`src/rtl/xg_lsu_hs.sv`:
```
// xg_lsu_hs: load/store unit memory-stage handshake.
// Accepts one aligned load/store in IDLE, drives a registered memory request
// through BUSY until ack or timeout, then reports the result for one DONE cycle.
module xg_lsu_hs #(
   parameter int XLEN    = 32,
   parameter int ADDR_W  = 32,
   parameter int TIMEOUT = 255
) (
   input  logic                clk,
   input  logic                reset,
   input  logic                req_valid,
   input  logic                req_we,
   input  logic [1:0]          req_size,
   input  logic                req_unsigned,
   input  logic [ADDR_W-1:0]   req_addr,
   input  logic [XLEN-1:0]     req_wdata,
   output logic                stall,
   output logic [XLEN-1:0]     rdata,
   output logic                rdata_valid,
   output logic                misalign,
   output logic                bus_err,
   output logic                mem_req,
   output logic                mem_we,
   output logic [ADDR_W-1:0]   mem_addr,
   output logic [XLEN-1:0]     mem_wdata,
   output logic [XLEN/8-1:0]   mem_be,
   input  logic                mem_ack,
   input  logic [XLEN-1:0]     mem_rdata
);

   localparam int NB   = XLEN / 8;
   localparam int OFFW = $clog2(NB);
   localparam int CNTW = 16;

   typedef enum logic [1:0] {IDLE, BUSY, DONE} state_t;

   state_t              state, stateNext;
   logic [CNTW-1:0]     toCnt;
   logic                toHit;
   logic                errFlag;
   logic [1:0]          capSize;
   logic                capUns;
   logic [OFFW-1:0]     capOff;
   logic                badReq;
   logic [NB-1:0]       beNew;
   logic [XLEN-1:0]     wdataNew;
   logic [XLEN-1:0]     laneData;
   logic [XLEN-1:0]     loadRes;
   logic [XLEN-1:0]     rdataReg;
   logic                memReqReg, memWeReg;
   logic [ADDR_W-1:0]   memAddrReg;
   logic [XLEN-1:0]     memWdataReg;
   logic [NB-1:0]       memBeReg;

   assign toHit = (toCnt == CNTW'(TIMEOUT - 1));

   // Alignment check on the incoming request; dword is illegal on a 32-bit datapath
   always_comb begin
      badReq = 1'b0;
      case (req_size)
         2'b00:   badReq = 1'b0;
         2'b01:   badReq = req_addr[0];
         2'b10:   badReq = (req_addr[1:0] != 2'b00);
         default: badReq = (XLEN == 32) || (req_addr[2:0] != 3'b000);
      endcase
   end

   // Store lane placement: data replicated across all lanes, byte enables select the addressed lane(s)
   always_comb begin
      beNew    = '0;
      wdataNew = req_wdata;
      case (req_size)
         2'b00: begin
            beNew    = NB'(1) << req_addr[OFFW-1:0];
            wdataNew = {NB{req_wdata[7:0]}};
         end
         2'b01: begin
            beNew    = NB'(3) << req_addr[OFFW-1:0];
            wdataNew = {(NB/2){req_wdata[15:0]}};
         end
         2'b10: begin
            beNew    = NB'(15) << req_addr[OFFW-1:0];
            wdataNew = {(NB/4){req_wdata[31:0]}};
         end
         default: begin
            beNew    = '1;
            wdataNew = req_wdata;
         end
      endcase
   end

   // Load extraction: shift addressed lane down, then zero/sign-extend by captured size
   always_comb begin
      laneData = mem_rdata >> {capOff, 3'b000};
      loadRes  = laneData;
      case (capSize)
         2'b00:   loadRes = capUns ? XLEN'(laneData[7:0])  : XLEN'($signed(laneData[7:0]));
         2'b01:   loadRes = capUns ? XLEN'(laneData[15:0]) : XLEN'($signed(laneData[15:0]));
         2'b10:   loadRes = capUns ? XLEN'(laneData[31:0]) : XLEN'($signed(laneData[31:0]));
         default: loadRes = laneData;
      endcase
   end

   // Next-state and combinational handshake outputs
   always_comb begin
      stateNext = state;
      stall     = 1'b0;
      misalign  = 1'b0;
      case (state)
         IDLE: begin
            // reset gates the request so nothing looks accepted in the reset cycle
            if (req_valid && !reset) begin
               if (badReq) begin
                  misalign = 1'b1;
               end else begin
                  stall     = 1'b1;
                  stateNext = BUSY;
               end
            end
         end
         BUSY: begin
            stall = 1'b1;
            if (mem_ack || toHit) stateNext = DONE;
         end
         DONE:    stateNext = IDLE;
         default: stateNext = IDLE;
      endcase
   end

   // State register, request capture, timeout counter and result capture
   always_ff @(posedge clk) begin
      if (reset) begin
         state       <= IDLE;
         toCnt       <= '0;
         errFlag     <= 1'b0;
         rdataReg    <= '0;
         memReqReg   <= 1'b0;
         memWeReg    <= 1'b0;
         memBeReg    <= '0;
         memAddrReg  <= '0;
         memWdataReg <= '0;
         capSize     <= 2'b00;
         capUns      <= 1'b0;
         capOff      <= '0;
      end else begin
         state <= stateNext;
         case (state)
            IDLE: begin
               if (stateNext == BUSY) begin
                  memReqReg   <= 1'b1;
                  memWeReg    <= req_we;
                  memAddrReg  <= req_addr & ~ADDR_W'(NB - 1);
                  memWdataReg <= wdataNew;
                  memBeReg    <= beNew;
                  capSize     <= req_size;
                  capUns      <= req_unsigned;
                  capOff      <= req_addr[OFFW-1:0];
                  toCnt       <= '0;
                  errFlag     <= 1'b0;
               end
            end
            BUSY: begin
               if (mem_ack || toHit) begin
                  memReqReg <= 1'b0;
                  memWeReg  <= 1'b0;
                  memBeReg  <= '0;
                  errFlag   <= !mem_ack;
                  rdataReg  <= (mem_ack && !memWeReg) ? loadRes : '0;
               end else begin
                  toCnt <= toCnt + 1'b1;
               end
            end
            default: ;
         endcase
      end
   end

   assign rdata       = rdataReg;
   assign rdata_valid = (state == DONE);
   assign bus_err     = (state == DONE) && errFlag;
   assign mem_req     = memReqReg;
   assign mem_we      = memWeReg;
   assign mem_addr    = memAddrReg;
   assign mem_wdata   = memWdataReg;
   assign mem_be      = memBeReg;

endmodule

```
`config.mk`:
```
export PLATFORM = sky130hd
export DESIGN_NAME = xg_lsu_hs
export DESIGN_NICKNAME = d
export VERILOG_FILES = /design/src/rtl/xg_lsu_hs.sv
export SDC_FILE = /design/constraint.sdc
export NUM_CORES = 1
export LEC_CHECK = 0
export BUFFER_PORTS_ARGS = -buffer_cell sky130_fd_sc_hd__buf_4
export CAP_MARGIN = 20
export CELL_PAD_IN_SITES_DETAIL_PLACEMENT = 0
export CELL_PAD_IN_SITES_GLOBAL_PLACEMENT = 1
export CORE_MARGIN = 2
export CORE_UTILIZATION = 38
export CTS_CLUSTER_SIZE = 16
export DETAILED_ROUTE_END_ITERATION = 10
export PLACE_DENSITY_LB_ADDON = 0.3
export SETUP_SLACK_MARGIN = 0.4
export SYNTH_ARGS = -nofsm -noshare
export SYNTH_HDL_FRONTEND = slang
export SYNTH_SLANG_ARGS = --single-unit
```
`constraint.sdc`:
```
create_clock -name clk -period 3.1 [get_ports clk]
set_input_delay 0.31 -clock clk [delete_from_list [all_inputs] [get_ports clk]]
set_output_delay 0.31 -clock clk [all_outputs]
set_load 0.02 [all_outputs]
```
# Word-level counts from Yosys, hierarchy flattened
# Cells that the tools add are included.
dict set report op_classes {
  n_addsub 1
  eq_ne 10
  n_shift 4
  n_mux 31
  n_reduce_logical 16
}
# cell count
set ops {}
lappend ops {{one-hot mux 32 bit (2 select lines)} 2}
lappend ops {{two-way mux 32 bit} 3}
lappend ops {{two-way mux 16 bit} 2}
lappend ops {{one-hot mux 16 bit (2 select lines)} 1}
lappend ops {{>> shifter 32 x 5 -> 32 bit} 1}
lappend ops {{adder 16 x 1 -> 16 bit, second input constant} 1}
lappend ops {{== test 16 x 8 -> 1 bit, second input constant} 1}
lappend ops {{one-hot mux 4 bit (3 select lines)} 1}
lappend ops {{two-way mux 1 bit} 10}
lappend ops {{== test 2 x 1 -> 1 bit, second input constant} 4}
lappend ops {{two-way mux 4 bit} 2}
lappend ops {{one-hot mux 1 bit (2 select lines)} 4}
lappend ops {{one-hot mux 4 bit (2 select lines)} 1}
lappend ops {{logical NOT 2 bit} 3}
lappend ops {{two-way mux 2 bit} 3}
lappend ops {{!= test 2 bit, second input constant} 3}
lappend ops {{AND reduction 3 bit} 2}
lappend ops {{== test 2 bit, second input constant} 2}
lappend ops {{one-hot mux 2 bit (2 select lines)} 1}
lappend ops {{AND reduction 2 bit} 2}
lappend ops {{nonzero test 2 bit} 2}
lappend ops {{left shift 1 x 2 -> 4 bit, first input constant} 1}
lappend ops {{left shift 2 x 2 -> 4 bit, first input constant} 1}
lappend ops {{left shift 4 x 2 -> 4 bit, first input constant} 1}
lappend ops {{4 further kinds} 8}
dict set report totals {
  register_bits 124
  in_bits 104
  out_inout_bits 106
}

# Longest topological paths before layout
dict set report logic_depth {
  word_depth 8
  mapped_depth 10
  depth_no_buf 7
}

# Least setup slack after synthesis
# No wires, ideal clock.
dict set report synth_timing {
  kind {input port to flip-flop}
  from {input port req_size[1]}
  to {register toCnt[14]}
  t_arrival_ps 1959
  slack_ps 1071
  stages 9
  n_path_buf 2
  cell_sequence {inv_1 > ha_1 > clkbuf_1 > or2_2 > a211oi_2 > buf_4 > a32oi_4 > or3_1 > a21oi_1}
}
dict set report synth_via {
  elab_chain_len 8
  word_cells_on_any_way 10
  classes_between {eq/ne: 4; mux: 4; reduce/logical: 2}
}
# element line_no
set synth_lines {}
lappend synth_lines {{start, declared} 13} ;# input logic [1:0] req_size,
lappend synth_lines {{== test 2 bit (tied with other cells)} 60} ;# case (req_size)
lappend synth_lines {{one-hot mux 1 bit (3 select lines) (*)} 60}
lappend synth_lines {{two-way mux 2 bit (*)} 113} ;# if (badReq) begin
lappend synth_lines {{two-way mux 2 bit (*)} 112} ;# if (req_valid && !reset) begin
lappend synth_lines {{one-hot mux 2 bit (2 select lines) (*)} 109} ;# case (state)
lappend synth_lines {{== test 2 x 1 -> 1 bit (*)} 149} ;# if (stateNext == BUSY) begin
lappend synth_lines {{!= test 2 bit (no line) (*)} -}
lappend synth_lines {{AND reduction 3 bit (no line) (*)} -}
lappend synth_lines {{end signal, assigned} 170} ;# toCnt <= toCnt + 1'b1;
lappend synth_lines {{end, declared} 38} ;# logic [CNTW-1:0] toCnt;
# Every way passes the cells marked *; elsewhere a longest branch is shown, timed or not.
# A chain may end at the register's enable or synchronous reset.

# Final worst setup path
dict set report layout_timing {
  from {register toCnt[12]}
  to {register rdataReg[14], in the netlist rdata[14]}
}
dict set report layout_via {
  elab_chain_len 3
}
# element line_no
set layout_lines {}
lappend layout_lines {{== test 16 x 8 -> 1 bit} 55} ;# assign toHit = (toCnt == CNTW'(TIMEOUT - 1));
lappend layout_lines {{logical OR 1 bit} 163} ;# if (mem_ack || toHit) begin
lappend layout_lines {{AND reduction 2 bit (no line)} -}
lappend layout_lines {{end signal, assigned} 168} ;# rdataReg <= (mem_ack && !memWeReg) ? loadRes : '0;
lappend layout_lines {{end, declared} 49} ;# logic [XLEN-1:0] rdataReg;
# Every way passes these cells.

==> run summary <==
RePlAce Congestion: 0.806
worst slew pin tran: 834 ps
synthesized cell area: 5420 um^2
Clock Tree Root: clkbuf_16
final core occ: 0.553
number of buffers created by CTS: 17
cell depth of the worst min-delay path: 3
Worst Path Required: 3400 ps
DRT iter0 DRCs: 293
CTS-repair resized insts: 0
H-tree depth: 4
cell taking the most area after synthesis: dfxtp_1
total negative slack: 0 ps
fin crit share: 0.806
PwrDens: 551 nW/um^2
register area share after synthesis: 0.458
Yosys top cell area share: 0.458
first-pass GRT wire length: 25.5 mm
synth warn: 0
width of the die: 123 um
CTS tree: done
Synth top cells by count: nand2_1 (127), dfxtp_1 (124), a21oi_1 (78)
worst-path fanout max: 32
I/O pins: 210
vias in the first global route: 5,120
leakage power: 3.21 nW
DP HPWL: 11.6 mm
post-CTS setup buffers: 0
die area: 15,200 um^2
syn avg cell area: 8.32 um^2
GRT Resource Usage Total: 0.216
Max-slew headroom: 0.444
hold_ws: 142 ps
Clock Sink Count: 124
synth top area cells: dfxtp_1 (46%), nand2_1 (8.8%), a21oi_1 (7.2%), a22o_1 (5.2%), mux2i_1 (3.3%)
number of synthesized flops with an enable pin: 0
number of cell rows: 43
cts hold-fix bufs: 0
initial core utilization: 0.390
pin count of the biggest net entering global routing: 85
Crit Path Class: reg2reg
number of port buffers: 207
routed wire length: 16.5 mm
nets@finish: 949
DP Area: 7080 um^2
clk_lat worst skew: 420 ps
Max IR drop VDD: 0.000307 V
clock slew at reported path FFs: 50 ps
number of routed nets with antenna violations: 0
top-count cell post-synth: nand2_1
RSZ-0062 raised after global routing: no
clk buf depth: 2
Distinct cells, synth: 46
Clock Skews: 6.39 ps
Setup crit end kind: flop
Worst Path Arrival: 2800 ps
Core ar.: 13,900 um^2
DR vias/cell: 5.26
area grow syn2layout: 41.8%
n_diodes: 0
die height: 123 um
Setup violations, final: 0
dominant synthesized flop cell: dfxtp_1
GRT overflow: 0
asr flop ratio synth: 0
design area: 7680 um^2
Max Slew Vio Count: 0
Max Cap Viol: 0
Pre-antenna DRT Iters: 5
fmax: 0.400 GHz
share of post-route cells with drive strength above 1: 0.296
outcome: complete, no violations
Tmin final: 2500 ps
WL/cell: 16.0 um
#FFs+latches synth: 124
total number of vias: 5,425
post-synthesis cell count: 651
HP Class: in2reg
Worst setup SP type: flop
DRC: 0
R2R cell count: 6
initial antenna violation count: 0
Fin. Hold Viols: 0
[layer usage]
metal  up-vias  track usage  routed length, um  part of all wire
li1       2679            -                  -                 -
met1      2537        0.274               6970              0.42
met2       183        0.341               7670              0.47
met3        26       0.0696               1540             0.093
met4         0       0.0810                299             0.018
met5         -            0                  0                 0
[final timing paths]
| path | startpoint | endpoint | slack, ps |
|---|---|---|---|
| worst max register to register | toCnt[12] | rdata[14] | 600 |
| worst min register to register | mem_addr[14] | mem_addr[14] | 460 |
| worst min-delay path | req_addr[27] | mem_addr[27] | 140 |
| worst max-delay path | toCnt[12] | rdata[14] | 600 |
[sequential cells by signal (all words and copies together) (netlist names)]
name / flops
rdata: 32
capUns: 1
mem_be: 4
state: 2
mem_req: 1
toCnt: 16
capSize: 2
mem_addr: 30
mem_wdata: 32
errFlag: 1
mem_we: 1
capOff: 2
[power by group]
| group | switching (mW) | internal, mW |
|---|---|---|
| combinational | 0.307 | 0.249 |
| sequential | 0.0404 | 1.65 |
| clock | 0.696 | 1.28 |
[placed cells by master, fill, tap and decap left out, types with 3 or more instances in the layout]
master     netlist  final
xnor2_1          4      4
a211oi_1        16     16
clkbuf_1        36      3
dfxtp_1        124    124
a311oi_1         9      9
clkbuf_16        0     17
nor3_1          12     12
and2_1           3      3
and3_1           5      5
ha_1             7      7
clkbuf_8         0      5
nand2_1        127    127
nor2_1          48     48
a32o_1           8      8
or3_1            8      8
nand4_1          5      5
o21ai_0         35     35
mux2i_1         18     18
a21oi_1         78     78
a22o_1          32     32
a211o_1          8      7
clkinv_2         0      5
nor2b_1         10     10
and4_1           3      3
nand3_1          9      9
inv_1            6      6
buf_4            3    216
[metrics by stage]
step | setup WS (ps) | std cells | power [mW]
floorplan | 1070 | 652 | 2.02
global placement | 711 | 998 | 2.28
detailed placement | 628 | 998 | 2.29
CTS | 633 | 1030 | 4.27
global route | 401 | 1031 | 4.40
finish | 601 | 1031 | 4.23
[layout make-up]
cell class                      count  area (um^2)
Clock inverter                      7         85.1
Clock buffer                       25          505
Fill cell                        1313         6200
Timing Repair Buffer              217         1640
Inverter                            6         22.5
Tap cell                          180          225
Multi-Input combinational cell    472         2720
Sequential cell                   124         2480
[critical path, cell delays in order, from the launching register on]
cell     delay (ps)
dfxtp_1         340
nor4_1          460
and4_1          570
o21ai_1         280
and2_0          220
buf_4           240
a22o_1          270
[kinds of logic after synthesis]
group / share of synthesized area
XOR/XNOR: 0.00970
adder cells (fa/ha/maj): 0.0162
multiplexers: 0.0333
AO/OA/AOI/OAI: 0.240
buffers and inverters: 0.0425
other: 0.000692
flip-flops: 0.458
AND/OR/NAND/NOR: 0.199
Note: power is estimated with default switching activity, not from simulation.
